<file path="src/rtl/scalar_wb_arbiter_if.sv">
// Scalar write-back arbiter bus bundle.
// Groups the ALU result port, the load result port, the issue port, the
// busy scoreboard and the register-file write port.
//   master : producer/consumer side (drives *_vld, *_dst, *_data, iss_*)
//   slave  : arbiter side (drives *_rdy, busy, wr_*)
interface scalar_wb_arbiter_if;
    localparam int unsigned DST_W  = 4;
    localparam int unsigned DATA_W = 16;
    localparam int unsigned NREG   = 16;

    logic              alu_vld;
    logic [DST_W-1:0]  alu_dst;
    logic [DATA_W-1:0] alu_data;
    logic              alu_rdy;

    logic              ld_vld;
    logic [DST_W-1:0]  ld_dst;
    logic [DATA_W-1:0] ld_data;
    logic              ld_rdy;

    logic              iss_en;
    logic [DST_W-1:0]  iss_dst;
    logic [NREG-1:0]   busy;

    logic              wr_en;
    logic [DST_W-1:0]  wr_dst;
    logic [DATA_W-1:0] wr_data;

    modport master (
        output alu_vld, alu_dst, alu_data,
        output ld_vld, ld_dst, ld_data,
        output iss_en, iss_dst,
        input  alu_rdy, ld_rdy, busy,
        input  wr_en, wr_dst, wr_data
    );

    modport slave (
        input  alu_vld, alu_dst, alu_data,
        input  ld_vld, ld_dst, ld_data,
        input  iss_en, iss_dst,
        output alu_rdy, ld_rdy, busy,
        output wr_en, wr_dst, wr_data
    );
endinterface

</file>
<file path="src/rtl/scalar_wb_arbiter.sv">
// Scalar register-file write-back arbiter.
// Merges a FIFO-buffered ALU result stream and a single-entry load holding
// register onto one register-file write port. Loads have priority, but after
// MAX_LD_STREAK load grants while ALU results are waiting, the ALU is forced
// one grant. A per-register busy scoreboard tracks issued-but-unwritten
// destinations.
// Ports:
//   clk  : clock, all state on rising edge
//   rst  : synchronous active-high reset
//   bus  : scalar_wb_arbiter_if.slave (ALU/load inputs, issue, busy, wr_*)
module scalar_wb_arbiter #(
    parameter int unsigned FIFO_DEPTH    = 2,
    parameter int unsigned MAX_LD_STREAK = 2
) (
    input  logic               clk,
    input  logic               rst,
    scalar_wb_arbiter_if.slave bus
);

    localparam int unsigned DST_W  = 4;
    localparam int unsigned DATA_W = 16;
    localparam int unsigned NREG   = 16;
    localparam int unsigned PTR_W  = (FIFO_DEPTH > 1) ? $clog2(FIFO_DEPTH) : 1;
    localparam int unsigned CNT_W  = $clog2(FIFO_DEPTH + 1);
    localparam int unsigned STRK_W = (MAX_LD_STREAK > 0) ? $clog2(MAX_LD_STREAK + 1) : 1;

    typedef struct packed {
        logic [DST_W-1:0]  dst;
        logic [DATA_W-1:0] data;
    } wb_entry_t;

    typedef enum logic {
        LD_PRI,
        ALU_FORCE
    } arb_state_e;

    // State
    arb_state_e        state, state_d;
    wb_entry_t         fifo_mem [FIFO_DEPTH];
    logic [PTR_W-1:0]  wr_ptr, rd_ptr;
    logic [CNT_W-1:0]  count, count_d;
    logic              ld_full;
    wb_entry_t         ld_entry;
    logic [STRK_W-1:0] streak, streak_d;
    logic [NREG-1:0]   busy_q, busy_d;
    logic              wr_en_q;
    logic [DST_W-1:0]  wr_dst_q;
    logic [DATA_W-1:0] wr_data_q;

    // Combinational decisions
    logic              fifo_ne;
    logic              alu_push;
    logic              ld_push;
    logic              grant_ld;
    logic              grant_alu;
    logic              grant_any;
    wb_entry_t         grant_entry;
    logic [NREG-1:0]   clr_mask;
    logic [NREG-1:0]   set_mask;

    function automatic logic [PTR_W-1:0] ptr_inc(input logic [PTR_W-1:0] p);
        return (p == PTR_W'(FIFO_DEPTH - 1)) ? '0 : p + PTR_W'(1);
    endfunction

    // Ready flags come from registered occupancy only: a full FIFO never
    // accepts, even when its head is popped in the same cycle.
    assign bus.alu_rdy = (count < CNT_W'(FIFO_DEPTH));
    assign bus.ld_rdy  = ~ld_full;
    assign bus.busy    = busy_q;
    assign bus.wr_en   = wr_en_q;
    assign bus.wr_dst  = wr_dst_q;
    assign bus.wr_data = wr_data_q;

    assign fifo_ne  = (count != '0);
    assign alu_push = bus.alu_vld & bus.alu_rdy;
    assign ld_push  = bus.ld_vld & ~ld_full;

    // Arbiter next-state, grant selection and streak tracking
    always_comb begin
        state_d   = state;
        streak_d  = streak;
        grant_ld  = 1'b0;
        grant_alu = 1'b0;

        unique case (state)
            LD_PRI: begin
                if (ld_full) begin
                    grant_ld = 1'b1;
                end else if (fifo_ne) begin
                    grant_alu = 1'b1;
                end
            end
            ALU_FORCE: begin
                if (fifo_ne) begin
                    grant_alu = 1'b1;
                end else if (ld_full) begin
                    grant_ld = 1'b1;
                end
                state_d = LD_PRI;
            end
            default: state_d = LD_PRI;
        endcase

        // Streak only measures loads that overtook waiting ALU results.
        if (grant_alu || !fifo_ne) begin
            streak_d = '0;
        end else if (grant_ld && (streak != STRK_W'(MAX_LD_STREAK))) begin
            streak_d = streak + STRK_W'(1);
        end

        if ((state == LD_PRI) && (streak_d >= STRK_W'(MAX_LD_STREAK))) begin
            state_d = ALU_FORCE;
        end
    end

    // Granted entry, FIFO occupancy and scoreboard update
    always_comb begin
        grant_any   = grant_ld | grant_alu;
        grant_entry = grant_ld ? ld_entry : fifo_mem[rd_ptr];
        count_d     = count + CNT_W'(alu_push) - CNT_W'(grant_alu);
        clr_mask    = grant_any  ? (NREG'(1) << grant_entry.dst) : '0;
        set_mask    = bus.iss_en ? (NREG'(1) << bus.iss_dst)     : '0;
        // Set is applied after clear so a same-edge issue keeps the bit.
        busy_d      = (busy_q & ~clr_mask) | set_mask;
    end

    // FIFO storage; contents are don't-care while empty
    always_ff @(posedge clk) begin
        if (!rst && alu_push) begin
            fifo_mem[wr_ptr] <= wb_entry_t'{dst: bus.alu_dst, data: bus.alu_data};
        end
    end

    // Control state, load register and write port
    always_ff @(posedge clk) begin
        if (rst) begin
            state     <= LD_PRI;
            wr_ptr    <= '0;
            rd_ptr    <= '0;
            count     <= '0;
            ld_full   <= 1'b0;
            ld_entry  <= '0;
            streak    <= '0;
            busy_q    <= '0;
            wr_en_q   <= 1'b0;
            wr_dst_q  <= '0;
            wr_data_q <= '0;
        end else begin
            state  <= state_d;
            streak <= streak_d;
            count  <= count_d;
            busy_q <= busy_d;

            if (alu_push) begin
                wr_ptr <= ptr_inc(wr_ptr);
            end
            if (grant_alu) begin
                rd_ptr <= ptr_inc(rd_ptr);
            end

            // A grant implies full, so capture and release never coincide.
            if (ld_push) begin
                ld_full  <= 1'b1;
                ld_entry <= wb_entry_t'{dst: bus.ld_dst, data: bus.ld_data};
            end else if (grant_ld) begin
                ld_full  <= 1'b0;
            end

            wr_en_q <= grant_any;
            if (grant_any) begin
                wr_dst_q  <= grant_entry.dst;
                wr_data_q <= grant_entry.data;
            end
        end
    end

endmodule

</file>
<file path="src/flat_wrapper.sv">
// flat-port wrapper written by rule: the top's interface ports become plain ports
module scalar_wb_arbiter_flat 
#(
    parameter int unsigned FIFO_DEPTH    = 2,
    parameter int unsigned MAX_LD_STREAK = 2
)
  (clk, rst, bus_alu_vld, bus_alu_dst, bus_alu_data, bus_ld_vld, bus_ld_dst, bus_ld_data, bus_iss_en, bus_iss_dst, bus_alu_rdy, bus_ld_rdy, bus_busy, bus_wr_en, bus_wr_dst, bus_wr_data);
  scalar_wb_arbiter_if bus_i ();
  input  logic clk;
  input  logic rst;
  input wire logic [$bits(bus_i.alu_vld)-1:0] bus_alu_vld;
  input wire logic [$bits(bus_i.alu_dst)-1:0] bus_alu_dst;
  input wire logic [$bits(bus_i.alu_data)-1:0] bus_alu_data;
  input wire logic [$bits(bus_i.ld_vld)-1:0] bus_ld_vld;
  input wire logic [$bits(bus_i.ld_dst)-1:0] bus_ld_dst;
  input wire logic [$bits(bus_i.ld_data)-1:0] bus_ld_data;
  input wire logic [$bits(bus_i.iss_en)-1:0] bus_iss_en;
  input wire logic [$bits(bus_i.iss_dst)-1:0] bus_iss_dst;
  output wire logic [$bits(bus_i.alu_rdy)-1:0] bus_alu_rdy;
  output wire logic [$bits(bus_i.ld_rdy)-1:0] bus_ld_rdy;
  output wire logic [$bits(bus_i.busy)-1:0] bus_busy;
  output wire logic [$bits(bus_i.wr_en)-1:0] bus_wr_en;
  output wire logic [$bits(bus_i.wr_dst)-1:0] bus_wr_dst;
  output wire logic [$bits(bus_i.wr_data)-1:0] bus_wr_data;
  assign bus_i.alu_vld = bus_alu_vld;
  assign bus_i.alu_dst = bus_alu_dst;
  assign bus_i.alu_data = bus_alu_data;
  assign bus_i.ld_vld = bus_ld_vld;
  assign bus_i.ld_dst = bus_ld_dst;
  assign bus_i.ld_data = bus_ld_data;
  assign bus_i.iss_en = bus_iss_en;
  assign bus_i.iss_dst = bus_iss_dst;
  assign bus_alu_rdy = bus_i.alu_rdy;
  assign bus_ld_rdy = bus_i.ld_rdy;
  assign bus_busy = bus_i.busy;
  assign bus_wr_en = bus_i.wr_en;
  assign bus_wr_dst = bus_i.wr_dst;
  assign bus_wr_data = bus_i.wr_data;
  scalar_wb_arbiter #(.FIFO_DEPTH(FIFO_DEPTH), .MAX_LD_STREAK(MAX_LD_STREAK)) u_core (.clk(clk), .rst(rst), .bus(bus_i));
endmodule
</file>
<file path="config.mk">
export PLATFORM = sky130hd
export DESIGN_NAME = scalar_wb_arbiter_flat
export DESIGN_NICKNAME = d
export VERILOG_FILES = /design/src/rtl/scalar_wb_arbiter_if.sv /design/src/rtl/scalar_wb_arbiter.sv /design/src/flat_wrapper.sv
export SDC_FILE = /design/constraint.sdc
export NUM_CORES = 1
export LEC_CHECK = 0
export CAP_MARGIN = 20
export CORE_AREA = 2 2 92 94
export DETAILED_ROUTE_END_ITERATION = 8
export DIE_AREA = 0 0 94 96
export GPL_TIMING_DRIVEN = 1
export PLACE_DENSITY = 0.8
export SETUP_SLACK_MARGIN = 0.15
export SYNTH_ARGS = -nofsm -noshare
export SYNTH_HDL_FRONTEND = slang
export SYNTH_SLANG_ARGS = --single-unit
</file>
<file path="constraint.sdc">
create_clock -name clk -period 7.1 [get_ports clk]
set_input_delay 0.71 -clock clk [delete_from_list [all_inputs] [get_ports clk]]
set_output_delay 0.71 -clock clk [all_outputs]
set_load 0.01 [all_outputs]
</file>
==> impl_metrics.yaml <==
pwr:
  powerDensity_nw_per_um2: 298
  p_leak_nw: 1.85
  vdd_drop_max_v: 0.000161
clock_tree:
  clock_sinks: 106
  cts_tree: "done"
  ctsHoldBuffers: 0
  path_clk_slew_ns: 0.10
  cts_setup_buffers: 0
  postCtsResizedCells: 0
  cts-root-buf: "clkbuf_8"
  cts_buffers: 9
  clockBufferDepth: 2
  clk_latency_ns: 0.38
  h-tree-depth: 3
worst_setup_path:
  crit_path_end_kind: "flop"
  crit_path_top_delay_cell: "dfxtp_1"
  required_ns: 7.34
  arrival_ns: 2.93
  start_kind: "flop"
  critPathMaxStageDelay_ns: 0.62
  critPathBufInv: 2
  crit_chain: "nand2b_1 -> o21ai_1 -> inv_1 -> ha_1 -> inv_1 -> ha_1 -> xnor2_1 -> xnor2_1 -> nor2_1"
  critPathKind: "reg -> reg"
  cp_max_fo: 14
  critPathTopFamily: "flip-flops"
global_route:
  antenna_found_initial: 0
  grt_first_pass_wirelength_um: 15100
  grt_start_max_net_pins: 59
  grt_usage_pct: 22.0
  grt-ovfl-total: 0
  grt_pass1_vias: 3121
yosys:
  synthCells: 411
  async_reset_ff_share_pct: 0
  synth.area.mux_share_pct: 5.72
  syn_area_per_cell_sq_um: 10.5
  synth_edf_count: 40
  synth-simple-area-share_pct: 14.4
  ys_warn_count: 0
  synth_seq_area_share_pct: 58.2
  synth_ff_type: "dfxtp_1"
  synth.distinct_cells: 45
  synth_compound_area_share_pct: 16.2
  synthesis.area_sq_um: 4330
  synth.net_count: 463
  synth_fa_ha_area_share_pct: 0.867
  synthXorXnorAreaFrac_pct: 1.01
  synth-seq-cells: 106
  synth_top_family_by_area: "compound AO/OA/AOI/OAI gates"
route:
  drc: 0
  via_per_inst: 5.60
  postRouteWirelength_um: 9660
  dr.pass1.iters: 4
  postRouteAntennaNets: 0
  wl_per_cell_um: 16.1
  num_vias: 3347
  dr.first_iter.drc_count: 175
floorplanning:
  core_area_sq_um: 8050
  num_rows: 33
  die_y_um: 96
  io_pins: 88
  initial_core_util_pct: 53.8
  die_x_um: 94
  die_area_sq_um: 9020
sta:
  fmax_mhz: 372
  rsz0062_at_grt: "no"
  finalHoldViolations: 0
  finalSetupViolations: 0
  fin_crit_sh_pct: 37.9
  max-slew-margin-rel_pct: 32.5
  setup-tns-final_ns: 0
  min_period_ns: 2.69
  drv_slew: 0
  skew_ns: 0.0151
  tightest_slew_ns: 1.01
layout:
  utilization_pct: 67.5
  final_common_cell: "clkdlybuf4s50_1"
  syn_to_final_growth_pct: 25.5
  final_area_sq_um: 5440
  drive_above_1_share_pct: 9.53
  antenna_cells: 0
  nets: 540
  final_cell_mix: "clkdlybuf4s50_1, nand2_1, dfxtp_1"
  n_fill_cell: 661
placed_design:
  post_dp_cell_area_sq_um: 5240
  dp_hpwl_um: 6690
  place_congestion: 0.879
  port_buffers: 87
job:
  drv_cap: 0
hold_path:
  hold_path.class: "reg -> reg"
outcome:
  outcome: "completed"
[through the flow]
stage / hold WS (ns) / std cells / setup WS (ns) / power [mW]
global route: 0.469 / 598 / 4.13 / 1.71
detailed placement: 0.432 / 581 / 4.35 / 1.28
CTS: 0.446 / 597 / 4.42 / 1.62
floorplan: 0.436 / 411 / 4.17 / 1.08
finish: 0.441 / 598 / 4.41 / 1.62
global placement: 0.427 / 581 / 4.45 / 1.26
[power by group]
part | leakage, nW | total, mW | switching [mW] | internal [mW]
Clock | 0.0902 | 0.345 | 0.210 | 0.135
Sequential | 0.908 | 0.778 | 0.0627 | 0.715
Combinational | 0.848 | 0.495 | 0.256 | 0.239
[state kept, by name, indices dropped and copies added, names as in the netlist, named ones only]
register	cells
u_core.streak	2
u_core.bus.busy	16
u_core.fifo_mem	40
u_core.ld_full	1
u_core.count	2
u_core.state	1
u_core.rd_ptr	1
u_core.bus.wr_dst	4
u_core.bus.wr_en	1
u_core.ld_entry	20
u_core.wr_ptr	1
u_core.bus.wr_data	16
[cell families (layout without fill, tap and decap cells)]
| kind of cell | Yosys count | count (layout) |
|---|---|---|
| adder cells (fa/ha/maj) | 3 | 3 |
| AND/OR/NAND/NOR | 137 | 137 |
| AO/OA/AOI/OAI | 104 | 104 |
| XOR/XNOR | 5 | 5 |
| flip-flops | 106 | 106 |
| multiplexers | 23 | 23 |
| buffers and inverters | 33 | 115 |
[layout make-up]
class | count | area, sq um | share of cell area [%]
well taps | 105 | 131 | 2.42
clock inverters | 6 | 53.8 | 0.990
inverters | 8 | 30.0 | 0.552
repair buffers | 91 | 903 | 16.6
clock buffers | 10 | 128 | 2.35
flip-flops and latches | 106 | 2520 | 46.4
multi-input cells | 272 | 1670 | 30.7
[final timing paths]
path,from,end,slack [ns],cells after the start
worst max-delay path,u_core.ld_full,u_core.count[1],4.41,9
worst min-delay path,u_core.bus.wr_data[14],u_core.bus.wr_data[14],0.44,2
worst max register to register,u_core.ld_full,u_core.count[1],4.41,9
worst min register to register,u_core.bus.wr_data[14],u_core.bus.wr_data[14],0.44,2
[Yosys cell counts (3+ instances only)]
cell	n	share of area, %
nand2_1	74	6.4
dfxtp_1	66	31
a21oi_1	41	4.7
edfxtp_1	40	28
nor2_1	28	2.4
o211ai_1	15	2.6
mux2_2	14	3.6
clkbuf_1	12	1.0
o21ai_0	11	1.3
o221ai_1	11	2.2
mux2i_1	9	2.1
a211oi_1	8	1.4
a311oi_1	8	1.6
buf_2	7	0.81
inv_1	7	0.61
nor2b_1	7	1.0
nand2b_1	4	0.58
nand4b_1	4	0.81
xnor2_1	4	0.81
buf_4	3	0.52
ha_1	3	0.87
nand3b_1	3	0.52
nor3_1	3	0.35
[routing by layer]
metal | vias to the layer above | global-route usage (%) | routed length [um]
li1 | 1635 | - | -
met1 | 1588 | 29.4 | 4220
met2 | 113 | 36.0 | 4680
met3 | 11 | 2.82 | 619
met4 | 0 | 10.1 | 137
met5 | - | 0 | 0
[worst reg2reg max path, stage by stage (launching register included)]
cell	delay, ns
dfxtp_1	0.62
nand2b_1	0.21
o21ai_1	0.57
inv_1	0.23
ha_1	0.35
inv_1	0.04
ha_1	0.18
xnor2_1	0.17
xnor2_1	0.14
nor2_1	0.05
Power figures use the tool's default switching activity.
==> patch: new RTL, same flow settings <==
Make the reset (`rst`) asynchronous in one clocked block. Comments in the files are not updated.
--- a/src/rtl/scalar_wb_arbiter.sv
+++ b/src/rtl/scalar_wb_arbiter.sv
@@ -133,5 +133,5 @@
 
     // Control state, load register and write port
-    always_ff @(posedge clk) begin
+    always_ff @(posedge clk or posedge rst) begin
         if (rst) begin
             state     <= LD_PRI;
Check against the original RTL: differs if rst is asserted again (counterexample within 4 cycles, from zero or initial values and one cycle with rst high); with rst held inactive, the same outputs for 10 cycles.
==> patch against the unedited design <==
- design area is 7.2% higher
- critical path type is now input port to flip-flop
- sequential power increased by 21%
- sequential cell count is 1 lower
- area after synthesis is 8.3% higher
- maximum frequency fell by 2.4%
- combinational power increased by 67%
- largest cell class unchanged
- synthesized cell count fell by 8.0%
- wire length rose by 3.2%
- worst setup slack worse by 0.066 ns
- total power grew 33%
==> patch: results (changes against the unedited design) <==
| Metric | Value |
|---|---|
| Clk_skew | 0.01221 ns (-0.002865 ns) |
| Lkg Pwr | 2.251 nW (+22%) |
| Worst-margin pin slew | 0.9251 ns (-0.08195 ns) |
| Worst hold start | u_core.bus.busy[5] |
| Sw power | 0.7519 mW (+42%) |
| Vias in the first global route | 3175 (+1.7%) |
| Synthesized-area fraction occupied by xor and xnor cells | 0.9336% (-0.078 points) |
| Fmax | 362.9 MHz (-2.4%) |
| Async SR Flop Fraction | 61.90% (+62 points) |
| Slowest Stage Delay on Critical Path | 0.90 ns (+0.28 ns) |
| Pre-CTS WS | 3.877 ns (-0.4770 ns) |
| Placed instance area | 5602 µm² (+6.9%) |
| Synth cell count leaders | dfrtp_1, edfxtp_1, o21ai_0 |
| Worst hold slack | 0.5097 ns (+0.06869 ns) |
| Wire length per cell | 17.54 µm (+8.6%) |
| DR vias/cell | 5.859 (+4.7%) |
| DP Cell Count | 551 (-5.2%) |
| Reg-to-Reg Start | u_core.ld_full |
| Comb pwr share | 38.5% (+7.9 points) |
| DP HPWL | 6910 µm (+3.3%) |
| Top post-synthesis cells by area | dfrtp_1, edfxtp_1, mux2_2 |
| Metal-1 WL | 4605 µm (+9.2%) |
| Crit path DAT | 2.75 ns (-0.18 ns) |
| Met1 usage | 32.56% (+3.2 points) |
| Placer Congestion | 0.8167 (-7.1%) |
| Largest net degree at the start of global routing | 67 (+14%) |
| Crit path launch | rst |
| Critical-path maximum fanout | 66 (+52) |
| Nets | 510 (-5.6%) |
| Outcome | finished, final reports clean |
| Synth Area in Adders | 0.8002% (-0.067 points) |
| Routed met2 length | 4742 µm (+1.3%) |
| DR vias | 3328 (-0.57%) |
| R2R setup slack | 4.79 ns (+0.38 ns) |
==> patch: cell count changes after synthesis, moves of 11 or more <==
cell,unedited run,this run
o21ai_0,11,25
o211ai_1,15,1
nand2_1,74,9
dfrtp_1,0,65
a22oi_1,0,20
o221ai_1,11,0
a21oi_1,41,24
dfxtp_1,66,0
==> patch: path summary, 6_finish.rpt <==
path / endpoint / depth (start not counted)
min in group asynchronous: u_core.bus.wr_data[11] / 3
max in group asynchronous: u_core.bus.busy[14] / 3
max: u_core.fifo_mem[1][0] / 4
max reg2reg: u_core.count[1] / 8
min: u_core.bus.busy[5] / 1
min reg2reg: u_core.bus.busy[5] / 1
==> patch: layout make-up <==
class,count,area (µm²)
Inverter,18,67.56
Multi-Input combinational cell,231,1667
Tap cell,105,131.4
Sequential cell,105,2828
Clock buffer,9,123.9
Fill cell,590,2227
Clock inverter,7,83.83
Timing Repair Buffer,93,923.4
==> patch: worst max-delay path: cells and delay by family <==
family | cells | cell delay (ns)
simple gates | 1 | 0.90
buf+inv | 3 | 1.14
